--- src/rtl/pdecoder_grant_seq.sv ---
// pdecoder_grant_seq
// Turns a {code, valid} word from the request priority encoder into a one-hot
// grant that is held for HOLD cycles. An all-zero GAP window follows every grant
// (break-before-make) before the next word is accepted. An abort ends the grant
// early. done/aborted pulse once as each grant ends, and grant_cnt counts issued
// grants, saturating at all-ones.
module pdecoder_grant_seq #(
  parameter int N_OUT  = 4,
  parameter int CODE_W = 2,
  parameter int HOLD   = 3,
  parameter int GAP    = 1,
  parameter int CNT_W  = 8
) (
  input  logic              clk,
  input  logic              rst_n,
  input  logic              in_valid,
  output logic              in_ready,
  input  logic [CODE_W-1:0] in_code,
  input  logic              in_req,
  input  logic              abort,
  output logic [N_OUT-1:0]  grant,
  output logic              grant_act,
  output logic              done,
  output logic              aborted,
  output logic [CNT_W-1:0]  grant_cnt
);

  localparam logic [1:0] S_IDLE  = 2'd0;
  localparam logic [1:0] S_GRANT = 2'd1;
  localparam logic [1:0] S_GAP   = 2'd2;

  // Counters load HOLD-1 / GAP-1 and count down to zero.
  localparam int HW = (HOLD > 1) ? $clog2(HOLD) : 1;
  localparam int GW = (GAP  > 1) ? $clog2(GAP)  : 1;

  localparam logic [N_OUT-1:0] ONE = {{(N_OUT-1){1'b0}}, 1'b1};

  logic [1:0]       state_q,   state_d;
  logic [HW-1:0]    hold_q,    hold_d;
  logic [GW-1:0]    gap_q,     gap_d;
  logic [N_OUT-1:0] grant_q,   grant_d;
  logic             act_q,     act_d;
  logic             done_q,    done_d;
  logic             aborted_q, aborted_d;
  logic [CNT_W-1:0] cnt_q,     cnt_d;

  // The only combinational output: ready exactly while idle.
  assign in_ready  = (state_q == S_IDLE);
  assign grant     = grant_q;
  assign grant_act = act_q;
  assign done      = done_q;
  assign aborted   = aborted_q;
  assign grant_cnt = cnt_q;

  // Next-state logic.
  // The grant vector is built at accept time and then simply held.
  // A later in_code change therefore cannot disturb the active grant.
  always_comb begin
    state_d   = state_q;
    hold_d    = hold_q;
    gap_d     = gap_q;
    grant_d   = grant_q;
    done_d    = 1'b0;
    aborted_d = 1'b0;
    cnt_d     = cnt_q;
    case (state_q)
      S_IDLE: begin
        // A word with in_req=0 is consumed here without producing a grant.
        if (in_valid && in_req) begin
          grant_d = ONE << in_code;
          state_d = S_GRANT;
          hold_d  = HW'(HOLD - 1);
          if (cnt_q != {CNT_W{1'b1}}) begin
            cnt_d = cnt_q + 1'b1;
          end
        end
      end
      S_GRANT: begin
        // An abort on the final hold cycle still reports as aborted.
        if (abort || (hold_q == '0)) begin
          grant_d   = '0;
          done_d    = 1'b1;
          aborted_d = abort;
          if (GAP > 0) begin
            state_d = S_GAP;
            gap_d   = GW'(GAP - 1);
          end else begin
            state_d = S_IDLE;
          end
        end else begin
          hold_d = hold_q - 1'b1;
        end
      end
      S_GAP: begin
        if (gap_q == '0) begin
          state_d = S_IDLE;
        end else begin
          gap_d = gap_q - 1'b1;
        end
      end
      default: begin
        state_d = S_IDLE;
        grant_d = '0;
      end
    endcase
    act_d = |grant_d;
  end

  // State and output registers.
  // The asynchronous reset drops the grant at once and suppresses any done pulse.
  always_ff @(posedge clk or negedge rst_n) begin
    if (!rst_n) begin
      state_q   <= S_IDLE;
      hold_q    <= '0;
      gap_q     <= '0;
      grant_q   <= '0;
      act_q     <= 1'b0;
      done_q    <= 1'b0;
      aborted_q <= 1'b0;
      cnt_q     <= '0;
    end else begin
      state_q   <= state_d;
      hold_q    <= hold_d;
      gap_q     <= gap_d;
      grant_q   <= grant_d;
      act_q     <= act_d;
      done_q    <= done_d;
      aborted_q <= aborted_d;
      cnt_q     <= cnt_d;
    end
  end

endmodule
--- config.mk ---
export PLATFORM = sky130hd
export DESIGN_NAME = pdecoder_grant_seq
export DESIGN_NICKNAME = d
export VERILOG_FILES = /design/src/rtl/pdecoder_grant_seq.sv
export SDC_FILE = /design/constraint.sdc
export NUM_CORES = 1
export LEC_CHECK = 0
export CORE_MARGIN = 2
export CORE_UTILIZATION = 25
export CTS_CLUSTER_SIZE = 25
export DETAILED_ROUTE_END_ITERATION = 8
export GPL_ROUTABILITY_DRIVEN = 0
export PLACE_DENSITY = 0.46
export SYNTH_ARGS = -nofsm -noshare
export SYNTH_HDL_FRONTEND = slang
export SYNTH_SLANG_ARGS = --single-unit
export TNS_END_PERCENT = 100
--- constraint.sdc ---
create_clock -name clk -period 3.5 [get_ports clk]
set_clock_uncertainty 0.1 [all_clocks]
set_input_delay 0.35 -clock clk [delete_from_list [all_inputs] [get_ports clk]]
set_output_delay 0.35 -clock clk [all_outputs]
set_load 0.05 [all_outputs]
## Yosys cells after proc, flatten, opt, wreduce, memory -nomap -nowiden

Index checks and enable logic that the tools add are counted.

- Flip-flop bits (word level): 20
- Logic and storage cells: 47
- Output and inout port bits: 16

- Add/sub/neg operators: 3
- Shift operators: 1
- Muxes and demuxes: 17
- Reductions and logical operators: 11
- Equal/unequal tests: 7

Operators with widths:

| operator | number |
|---|---|
| case mux 4 bit (3 select lines) | 1 |
| 2-to-1 mux 2 bit | 5 |
| AND reduction 3 bit | 3 |
| adder 8 x 1 -> 8 bit, second input constant | 1 |
| 2-to-1 mux 4 bit | 2 |
| inequality test 8 bit, second input constant | 1 |
| 2-to-1 mux 1 bit | 6 |
| inequality test 2 bit, second input constant | 3 |
| case mux 2 bit (3 select lines) | 1 |
| logical NOT 2 bit | 2 |
| case mux 2 bit (2 select lines) | 1 |
| nonzero test 2 bit | 2 |
| OR reduction 4 bit | 1 |
| << shifter 1 x 2 -> 4 bit, first input constant | 1 |
| equality test 2 x 1 -> 1 bit, second input constant | 1 |
| equality test 2 bit, second input constant | 1 |
| inequality test 2 x 1 -> 1 bit, second input constant | 1 |
| case mux 1 bit (2 select lines) | 1 |
| AND reduction 2 bit | 1 |
| subtractor 2 x 1 -> 2 bit, second input constant | 1 |
| logical AND 1 bit | 1 |
| logical OR 1 bit | 1 |
| subtractor 1 bit, second input constant | 1 |

## Depth between registers and ports, before layout

Gate-level depths: netlist of the first run.

- Depth in word-level cells: 5
- Gate-level depth with buffers: 5

## Worst setup path after synthesis of the first run

Ideal clock, no wire load.

- Kind: register -> register
- Start point: register cnt_q[0] (netlist: grant_cnt[0])
- End point: register cnt_q[4] (netlist: grant_cnt[4])
- Arrival time: 1.679 ns
- Stages on the path, launching flop included: 5
- Setup time: 0.143 ns
- Slack: 1.578 ns
- Clock period less this slack: 1.922 ns
- Cell sequence: dfrtp_1 -> ha_1 -> nand3_1 -> or3b_1 -> xnor2_1

- Cells in the longest elaborated chain, start to end: 2
- Elaborated cells on any way between the ends: 3
- Those cells by class: add/sub (1); eq/ne (1); reduce/logical (1)

Ends and longest elaborated chain:

| item | RTL line | RTL |
|---|---|---|
| start: declaration | 45 | `logic [CNT_W-1:0] cnt_q, cnt_d;` |
| start signal: assignment | 129 | `cnt_q <= cnt_d;` |
| parallel branches: the longest is 2 deep, another holds adder 8 x 1 -> 8 bit | n/a |  |

Several ways; the timed one is not identified.
A chain may end at the register's enable or synchronous reset.

## Final worst setup path of the first run

- Start point: register state_q[0]
- End point: output port in_ready

- Cells in the longest elaborated chain, start to end: 1

Ends and longest elaborated chain:

| item | RTL line | RTL |
|---|---|---|
| start: declaration | 38 | `logic [1:0] state_q, state_d;` |
| start signal: assignment | 122 | `state_q <= state_d;` |
| logical NOT 2 bit | 48 | `assign in_ready = (state_q == S_IDLE);` |
| end: declaration | 17 | `output logic in_ready,` |

No other way between the ends.

==> summary.md, run 1 <==
| Metric | Value |
|---|---|
| Outcome | finished clean |
| Register area share after synthesis | 0.5263 |
| Area growth syn-to-layout | 32.41% |
| Hold path startpoint | hold_q[0]$_DFFE_PN0P_ |
| Nature of the critical path endpoint | output pin |
| Unique cell type count in the Yosys netlist | 33 |
| Worst-margin pin slew | 0.8339 ns |
| I/O pins | 23 |
| CTS buffer count | 3 |
| Pin count of the biggest net entering global routing | 20 |
| Row count | 21 |
| Reg2reg setup slack | 1.82 ns |
| Net Count, Synth | 78 |
| Vias in the first global route | 651 |
| Synth area leader | dfrtp_1 |
| Power Dens Cells | 761.2 nW/um^2 |
| Clock sink count | 19 |
| Setup CP Type | reg2out |
| Layout cells sized above 1 | 0.1064 |
| DRC Markers | 0 |
| Final hold vios | 0 |
| Worst hold path depth | 1 |
| RSZ-0062 raised after global routing | false |
| Die Ht | 64.11 um |
| Worst Setup Start Kind | flip-flop |
| H-Tree Depth | 1 |
| Commonest non-fill, non-tap cell in the layout | clkdlybuf4s50_1 |
| Clk pin slew, worst setup/hold paths | 0.10 ns |
| Worst reg2reg path depth | 4 |
| Grt ovf | 0 |
| Clock Latency Late Sink | 0.28 ns |
| First-pass GRT wire length | 3.029 mm |
| Post-Synthesis Cell Area | 903.4 um^2 |
| DR WL/cell | 11.94 um |
| TNS Setup | 0 ns |
| FF-to-FF End | grant_cnt[4]$_DFFE_PN0P_ |
| Static Leak | 0.0004924 uW |
| Number of DRC markers in iteration 0 | 18 |
| Yosys warning count | 0 |
| Core area | 3416 um^2 |
| Diodes inserted | 0 |
| Relative slew slack | 0.4424 |
| Final ANT Viol Nets | 0 |
| Synth top area share | 0.5263 |
| Clk buf depth | 2 |
| Via density | 4.564 |
| Hold_buf cts | 0 |
| Avg Cell Area, Syn | 13.09 um^2 |
| Worst IR Drop VDD | 0.4361 mV |
| GRT Total Usage | 0.09345 |
| Synth top area cells | dfrtp_1 53%, xnor2_1 5.8%, a2111oi_4 3.0% |
| Fin crit share | 0.6112 |
| Max Clk Rate | 0.4675 GHz |
| Placed instance area | 1170 um^2 |
| Initial antenna violation count | 0 |
| Endpoints failing setup | 0 |
| Slew Viols, Final | 0 |
| Critical path data required time | 3.05 ns |
| Total of max-cap violations | 0 |
| Root Buffer | clkbuf_4 |
| WL final | 1.671 mm |
| Synth Register Bits | 19 |
| Initial Utilization | 0.2645 |
| Vias | 639 |
| NumNets Final | 104 |
| Die X | 64.11 um |
| Resized Gates After CTS | 0 |
| Cell count after synthesis | 69 |
| Area of the die | 4110 um^2 |
| Crit path DAT | 1.69 ns |
| Hold EP | hold_q[0]$_DFFE_PN0P_ |
| DP Wirelength | 1.282 mm |
| PortBufs | 22 |
| HP Class | reg2reg |
| Iteration count of the initial detailed-routing pass | 4 |
| Final Cell Area | 1196 um^2 |
| CTS tree | built |
| R2R Path Start | grant_cnt[0]$_DFFE_PN0P_ |
| Most frequent cells in the layout | 22 x clkdlybuf4s50_1, 19 x dfrtp_1, 6 x xnor2_1 |
| Postcts setup bufs | 0 |
| Tmin final | 2.139 ns |
| WHS | 0.4002 ns |
| Crit-path max FO | 8 |
[worst max path at each step]
stage	cells after the start	from	to
4_1_cts	2	state_q[0]$_DFFE_PN0P_	in_ready
5_1_grt	2	state_q[0]$_DFFE_PN0P_	in_ready
3_5_place_dp	4	in_req	grant_cnt[1]$_DFFE_PN0P_
3_3_place_gp	4	in_valid	grant_cnt[1]$_DFFE_PN0P_
6_report	2	state_q[0]$_DFFE_PN0P_	in_ready
2_1_floorplan	4	grant_cnt[0]$_DFFE_PN0P_	grant_cnt[4]$_DFFE_PN0P_
[through the flow]
| step | total power, uW | worst slack (ns) | std cells | util |
|---|---|---|---|---|
| global placement | 810.5 | 1.583 | 136 | 0.3425 |
| detailed placement | 812.3 | 1.554 | 136 | 0.3425 |
| global route | 973.7 | 1.254 | 140 | 0.3502 |
| floorplan | 661.7 | 1.578 | 69 | - |
| CTS | 923.6 | 1.335 | 140 | 0.3502 |
| finish | 910.5 | 1.361 | 140 | 0.3502 |
[report_power, final]
group | leakage [uW] | total (uW) | internal, uW | switching (uW)
clock network | 0.0000150 | 106 | 44.2 | 61.9
logic | 0.000232 | 462 | 178 | 283
registers | 0.000245 | 343 | 282 | 60.7
total | 0.000492 | 911 | 505 | 406
[cell families after synthesis]
group | synth area share
compound gates | 0.1579
xor+xnor | 0.06787
fa+ha+maj | 0.02770
buf+inv | 0.02078
flops | 0.5263
mux | 0.01662
simple gates | 0.1828
[state kept, by name, summed over array words and instances (netlist names)]
name	flops
grant_cnt	8
grant	4
hold_q	2
state_q	2
aborted	1
done	1
grant_act	1
[final cells by class]
type | count | area, um^2
Clock buffer | 4 | 26.28
Fill cell | 349 | 2220
Inverter | 2 | 7.507
Multi-Input combinational cell | 47 | 409.1
Sequential cell | 19 | 475.5
Tap cell | 46 | 57.56
Timing Repair Buffer | 22 | 220.2
[metal layers]
layer  vias up  track usage  share of wire
met1       307       0.1308           0.49
li1        309            -              -
met2        21       0.1315           0.42
met5         -            0              0
met3         2      0.03521          0.089
met4         0      0.03191         0.0066
[cells in the mapped netlist]
master and count:
nor2_1 3, buf_6 1, or4b_4 1, mux2_4 1, nor3_1 1, xnor2_1 6, a2111oi_4 1, o2bb2ai_1 1
o21ai_0 3, o21ai_2 1, dfrtp_1 19, nor3b_1 2, a21o_1 2, and3b_1 1, nand4bb_4 1, or3_1 1
and3_1 1, nand3_1 2, and2_1 1, nand2_1 3, a22o_1 1, and4bb_2 1, inv_1 2, and4_1 1
o2111ai_1 2, ha_1 2, a21oi_4 1, o211ai_1 2, xor2_1 1, or3b_1 1, a32o_1 1, nand4_1 1
or4_1 1
[worst max-delay path, cell delays in order (launching register included)]
cell and delay, ns:
dfrtp_1 0.47, nor2_1 0.12, clkdlybuf4s50_1 0.81
No activity file was read; power rests on OpenSTA's default activity.
==> run 2, diff against run 1 <==
==> constraint.sdc (replaced) <==
create_clock -name clk -period 2 [get_ports clk]
set_clock_uncertainty 0.1 [all_clocks]
set_input_delay 0.2 -clock clk [delete_from_list [all_inputs] [get_ports clk]]
set_output_delay 0.2 -clock clk [all_outputs]
set_load 0.05 [all_outputs]
==> summary.md, run 2 (synthesis gave the netlist of run 1 again) <==
| Metric | Value |
|---|---|
| Die X | 64.11 um (unchanged) |
| Die Ht | 64.11 um (unchanged) |
| DR WL/cell | 12.60 um (+5.6%) |
| Clk buf depth | 2 (unchanged) |
| Vias | 631 (-1.3%) |
| Final hold vios | 0 (unchanged) |
| TNS Setup | 0 ns (unchanged) |
| Critical path data required time | 1.70 ns (-1.35 ns) |
| Iteration count of the initial detailed-routing pass | 2 (-2) |
| Total of max-cap violations | 0 (unchanged) |
| Max Clk Rate | 0.5189 GHz |
| Worst IR Drop VDD | 0.6407 mV (+47%) |
| DP Wirelength | 1.266 mm (-1.2%) |
| Hold_buf cts | 0 (unchanged) |
| Via density | 4.475 (-2.0%) |
| Initial Utilization | 0.2645 (unchanged) |
| Crit path from | grant_cnt[7]$_DFFE_PN0P_ |
| I/O pins | 23 (unchanged) |
| Worst-margin pin slew | 0.5059 ns (-0.3280 ns) |
| Max reg flops | 8 (unchanged) |
| Multi-input combinational cell area | 409.1 um^2 (unchanged) |
| Fillcell total | 341 (-2.3%) |
| Endpoints failing setup | 0 (unchanged) |
| Top Layer Used | met4 |
| CTS buffer count | 3 (unchanged) |
| Resized Gates After CTS | 0 (unchanged) |
| Commonest non-fill, non-tap cell in the layout | clkdlybuf4s50_1 |
| Met3 wire len | 168 um (+13%) |
| Cells after DPL | 137 (+0.74%) |
| Reg2reg setup slack | 0.32 ns (-1.50 ns) |
| Vias in the first global route | 646 (-0.77%) |
| Core area | 3416 um^2 (unchanged) |
| Relative slew slack | 0.6617 (+0.2193) |
| Most frequent cells in the layout | 21 x clkdlybuf4s50_1, 19 x dfrtp_1, 6 x xnor2_1 |
| Crit path DAT | 1.63 ns (-0.06 ns) |
| Design Power | 1611 uW (+77%) |
| HP Class | in2async |
| R2R Path Start | grant_cnt[1]$_DFFE_PN0P_ |
| Clock Latency Late Sink | 0.30 ns (+0.02 ns) |
| Static Leak | 0.0005004 uW (+1.6%) |
| Diodes inserted | 0 (unchanged) |
| Slowest stage cell, crit path | clkdlybuf4s50_1 |
| NumNets Final | 105 (+0.96%) |
| Grt ovf | 0 (unchanged) |
| Layout Cells excl Fill | 141 (+0.71%) |
| Fin crit share | 0.9636 |
| Crit-path max FO | 4 (-4) |
| Pin count of the biggest net entering global routing | 20 (unchanged) |
| Worst Setup Start Kind | flip-flop |
| Setup crit end | grant_cnt[7] |
| WL final | 1.777 mm (+6.3%) |
| Crit path depth | 1 (-1) |
| First-pass GRT wire length | 3.022 mm (-0.23%) |
| Register area | 475.5 um^2 (unchanged) |
| Tmin final | 1.927 ns |
| Layout cells sized above 1 | 0.1368 (+0.03046) |
| H-Tree Depth | 1 (unchanged) |
| Area of the die | 4110 um^2 (unchanged) |
| FF-to-FF End | grant_cnt[4]$_DFFE_PN0P_ |
| Final ANT Viol Nets | 0 (unchanged) |
| Setup CP Type | reg2out |
| Slowest Stage Delay on Critical Path | 0.84 ns (+0.03 ns) |
| DRC Markers | 0 (unchanged) |
| Slew Viols, Final | 0 (unchanged) |
| Power Dens Cells | 1340 nW/um^2 (+76%) |
| Met1 WL | 896 um (+9.9%) |
| Area growth syn-to-layout | 33.10% |
| Number of DRC markers in iteration 0 | 21 (+3) |
| Worst reg2reg path depth | 4 (unchanged) |
| Clock sink count | 19 (unchanged) |
| RSZ-0062 raised after global routing | false |
| Cell Chain, Critical Path | clkdlybuf4s50_1 |
| Initial antenna violation count | 0 (unchanged) |
| CP delay by family, top | buffers and inverters |
| Outcome | finished clean |
| GRT Total Usage | 0.09620 (+0.002749) |
| CTS tree | built |
| Clk pin slew, worst setup/hold paths | 0.12 ns (+0.02 ns) |
| Final Util | 0.3520 (+0.001832) |
| Routed wl met2 | 698 um (+0.43%) |
| Row count | 21 (unchanged) |
| Root Buffer | clkbuf_4 |
| Postcts setup bufs | 0 (unchanged) |
| PortBufs | 22 (unchanged) |
| Crit path buf inv count | 1 (unchanged) |
| Nature of the critical path endpoint | output pin |
==> run 2: layout make-up <==
| type | instances | area share |
|---|---|---|
| Clock buffer | 3 | 0.01873 |
| Clock inverter | 1 | 0.004162 |
| Inverter | 2 | 0.006244 |
| Multi-Input combinational cell | 47 | 0.3403 |
| Sequential cell | 19 | 0.3954 |
| Tap cell | 46 | 0.04787 |
| Timing Repair Buffer | 23 | 0.1873 |
==> run 2: worst min path at each step <==
stage,slack [ns],end,start,depth (start not counted)
final,0.12,done$_DFF_PN0_,rst_n,2
after floorplan,-0.20,aborted$_DFF_PN0_,rst_n,0
after detailed placement,0.39,hold_q[0]$_DFFE_PN0P_,hold_q[0]$_DFFE_PN0P_,1
after global placement,0.38,hold_q[0]$_DFFE_PN0P_,hold_q[0]$_DFFE_PN0P_,1
after CTS,0.12,done$_DFF_PN0_,rst_n,2
after global routing,0.14,done$_DFF_PN0_,rst_n,2
==> run 2: report_power, final <==
part | leakage [uW] | internal [uW] | switching (uW)
sequential | 0.000245 | 494 | 107
clock | 0.0000177 | 74.5 | 125
combinational | 0.000238 | 312 | 500
total | 0.000500 | 880 | 731
==> run 2: routing by layer <==
| layer | vias to the layer above | track usage |
|---|---|---|
| met5 | - | 0 |
| met4 | 0 | 0.02394 |
| met3 | 2 | 0.05282 |
| met2 | 23 | 0.1354 |
| met1 | 296 | 0.1281 |
| li1 | 310 | - |
==> run 2: per-stage QoR <==
step,area (um^2),setup slack (ns),hold WS (ns)
3_3_place_gp,1175,0.2326,0.3755
2_1_floorplan,903.4,0.07773,-0.1956
3_5_place_dp,1175,0.2052,0.3855
5_1_grt,1202,0.01915,0.1412
4_1_cts,1202,0.05249,0.1191
6_report,1202,0.07280,0.1165
==> run 3, diff against run 2 <==
--- a/config.mk
+++ b/config.mk
@@ -6,11 +6,12 @@
 export NUM_CORES = 1
 export LEC_CHECK = 0
 export CORE_MARGIN = 2
-export CORE_UTILIZATION = 25
+export CORE_UTILIZATION = 35
 export CTS_CLUSTER_SIZE = 25
 export DETAILED_ROUTE_END_ITERATION = 8
+export DONT_BUFFER_PORTS = 1
 export GPL_ROUTABILITY_DRIVEN = 0
-export PLACE_DENSITY = 0.46
+export PLACE_DENSITY = 0.49
 export SYNTH_ARGS = -nofsm -noshare
 export SYNTH_HDL_FRONTEND = slang
 export SYNTH_SLANG_ARGS = --single-unit
==> summary.md, run 3 (synthesis gave the netlist of run 1 again) <==
| Metric | Value |
|---|---|
| Grt ovf | 0 (unchanged) |
| Via density | 5.161 (+15%) |
| Final ANT Viol Nets | 0 (unchanged) |
| Clock sink count | 19 (unchanged) |
| Power Dens Cells | 1417 nW/um^2 (+5.7%) |
| Final hold vios | 0 (unchanged) |
| Multi-input combinational cell area | 409.1 um^2 (unchanged) |
| WL final | 1.830 mm (+3.0%) |
| Nature of the critical path endpoint | flip-flop |
| Initial antenna violation count | 0 (unchanged) |
| Resized Gates After CTS | 0 (unchanged) |
| PortBufs | 0 (-100%) |
| Die X | 54.81 um (-15%) |
| H-Tree Depth | 1 (unchanged) |
| Reg2reg setup slack | 0.38 ns (+0.06 ns) |
| Worst Setup Start Kind | flip-flop |
| Fillcell total | 238 (-30%) |
| Worst-margin pin slew | 0.8835 ns (+0.3776 ns) |
| Internal power | 815.3 uW (-7.3%) |
| Setup CP Type | reg2reg |
| Switching Power | 723.4 uW (-1.1%) |
| Crit-path max FO | 10 (+6) |
| Layout cells sized above 1 | 0.2500 (+0.1132) |
| Max reg flops | 8 (unchanged) |
| Die Ht | 54.81 um (-15%) |
| Tmin final | 1.624 ns (-0.3031 ns) |
| Endpoints failing setup | 0 (unchanged) |
| Iteration count of the initial detailed-routing pass | 3 (+1) |
| Total of max-cap violations | 0 (unchanged) |
| Worst IR Drop VDD | 0.6056 mV (-5.5%) |
| Hold_buf cts | 4 (+4) |
| Clk pin slew, worst setup/hold paths | 0.11 ns (about the same) |
| Diodes inserted | 0 (unchanged) |
| TNS Setup | 0 ns (unchanged) |
| Clk buf depth | 2 (unchanged) |
| DR WL/cell | 15.51 um (+23%) |
| RSZ-0062 raised after global routing | false |
| CTS tree | built |
| Vias in the first global route | 597 (-7.6%) |
| Slew Viols, Final | 0 (unchanged) |
| Max Clk Rate | 0.6157 GHz (+19%) |
| First-pass GRT wire length | 2.863 mm (-5.3%) |
| DP Wirelength | 1.270 mm (+0.30%) |
| Area growth syn-to-layout | 20.22% |
| Core area | 2455 um^2 (-28%) |
| Critical path data required time | 2.09 ns (+0.39 ns) |
| Placed instance area | 1020 um^2 (-13%) |
| CTS buffer count | 3 (unchanged) |
| Root Buffer | clkbuf_4 |
| Row count | 18 (-14%) |
| Switching Share | 0.4701 (+0.01623) |
| DRC Markers | 0 (unchanged) |
| Reg power frac | 0.420 (+0.047) |
| Vias | 609 (-3.5%) |
| Commonest non-fill, non-tap cell in the layout | dfrtp_1 |
| Outcome | finished clean |
| Final Cell Area | 1086 um^2 (-9.7%) |
| Initial Utilization | 0.3680 (+0.1035) |
| NumNets Final | 98 (-6.7%) |
| Clock Power Share | 0.129 (+0.005) |
| Relative slew slack | 0.4091 (-0.2526) |
| Most frequent cells in the layout | 19 x dfrtp_1, 12 x buf_4, 6 x xnor2_1, 4 x dlygate4sd3_1 |
| Number of DRC markers in iteration 0 | 8 (-62%) |
| Fin crit share | 0.8120 (-0.1516) |
| Static Leak | 0.0004887 uW (-2.3%) |
| Crit path DAT | 1.72 ns (+0.09 ns) |
| Register area | 475.5 um^2 (unchanged) |
| Comb pwr share | 0.451 (-0.053) |
| Postcts setup bufs | 0 (unchanged) |
| HP Class | in2reg |
| Pin count of the biggest net entering global routing | 20 (unchanged) |
| I/O pins | 23 (unchanged) |
| Area of the die | 3004 um^2 (-27%) |
| GRT Total Usage | 0.1431 (+0.04691) |
| Clock Latency Late Sink | 0.30 ns (about the same) |
==> run 3: cell count changes in the layout (fill, tap and decap cells not counted), sizes merged <==
cell,previous run,this run
dlygate4sd3,0,4
buf,2,12
clkbuf,3,4
clkdlybuf4s50,21,0
clkinv,1,0
==> run 3: stage by stage <==
step | power [uW] | hold WS (ns) | setup WS [ns] | util | cells
floorplan | 1158 | -0.1956 | 0.07773 | - | 69
global placement | 1329 | -0.1952 | 0.3864 | 0.4154 | 110
detailed placement | 1340 | -0.1952 | 0.3720 | 0.4154 | 110
CTS | 1555 | 0.01202 | 0.3499 | 0.4424 | 118
global route | 1642 | 0.001578 | 0.2789 | 0.4424 | 118
finish | 1539 | 0.01305 | 0.3759 | 0.4424 | 118
==> run 3: area by class of cell <==
cell class,count,share of cell area
Inverter,2,0.006912
Tap cell,30,0.03456
Timing Repair Buffer,16,0.1198
Multi-Input combinational cell,47,0.3767
Sequential cell,19,0.4378
Clock buffer,4,0.02419
==> run 3: power groups by stage <==
stage / logic, uW / registers (uW) / clock network, uW
floorplan: 269 / 889 / 0
global placement: 676 / 653 / 0
detailed placement: 685 / 655 / 0
CTS: 703 / 647 / 205
global route: 754 / 664 / 224
finish: 694 / 646 / 198
==> run 3: final timing paths <==
check                                      endpoint  depth (start not counted)                    from
max                        grant_cnt[1]$_DFFE_PN0P_                          3  state_q[0]$_DFFE_PN0P_
min                          state_q[0]$_DFFE_PN0P_                          2                in_valid
max reg2reg                grant_cnt[1]$_DFFE_PN0P_                          3  state_q[0]$_DFFE_PN0P_
min reg2reg                   hold_q[0]$_DFFE_PN0P_                          1   hold_q[0]$_DFFE_PN0P_
max in group asynchronous     hold_q[0]$_DFFE_PN0P_                          1                   rst_n
min in group asynchronous        grant[1]$_DFF_PN0_                          1                   rst_n
==> run 3: worst max-delay path, cell delays in order, from the launching register on <==
cell	delay [ns]
dfrtp_1	0.47
and4bb_2	0.51
o21ai_2	0.13
mux2_4	0.31
==> run 3: metal layers <==
metal / up-vias / wire (um) / GRT usage
met2: 15 / 780 / 0.2143
met5: - / 0 / 0
met4: 0 / 34 / 0.08750
li1: 298 / - / -
met1: 292 / 906 / 0.1856
met3: 4 / 108 / 0.03279
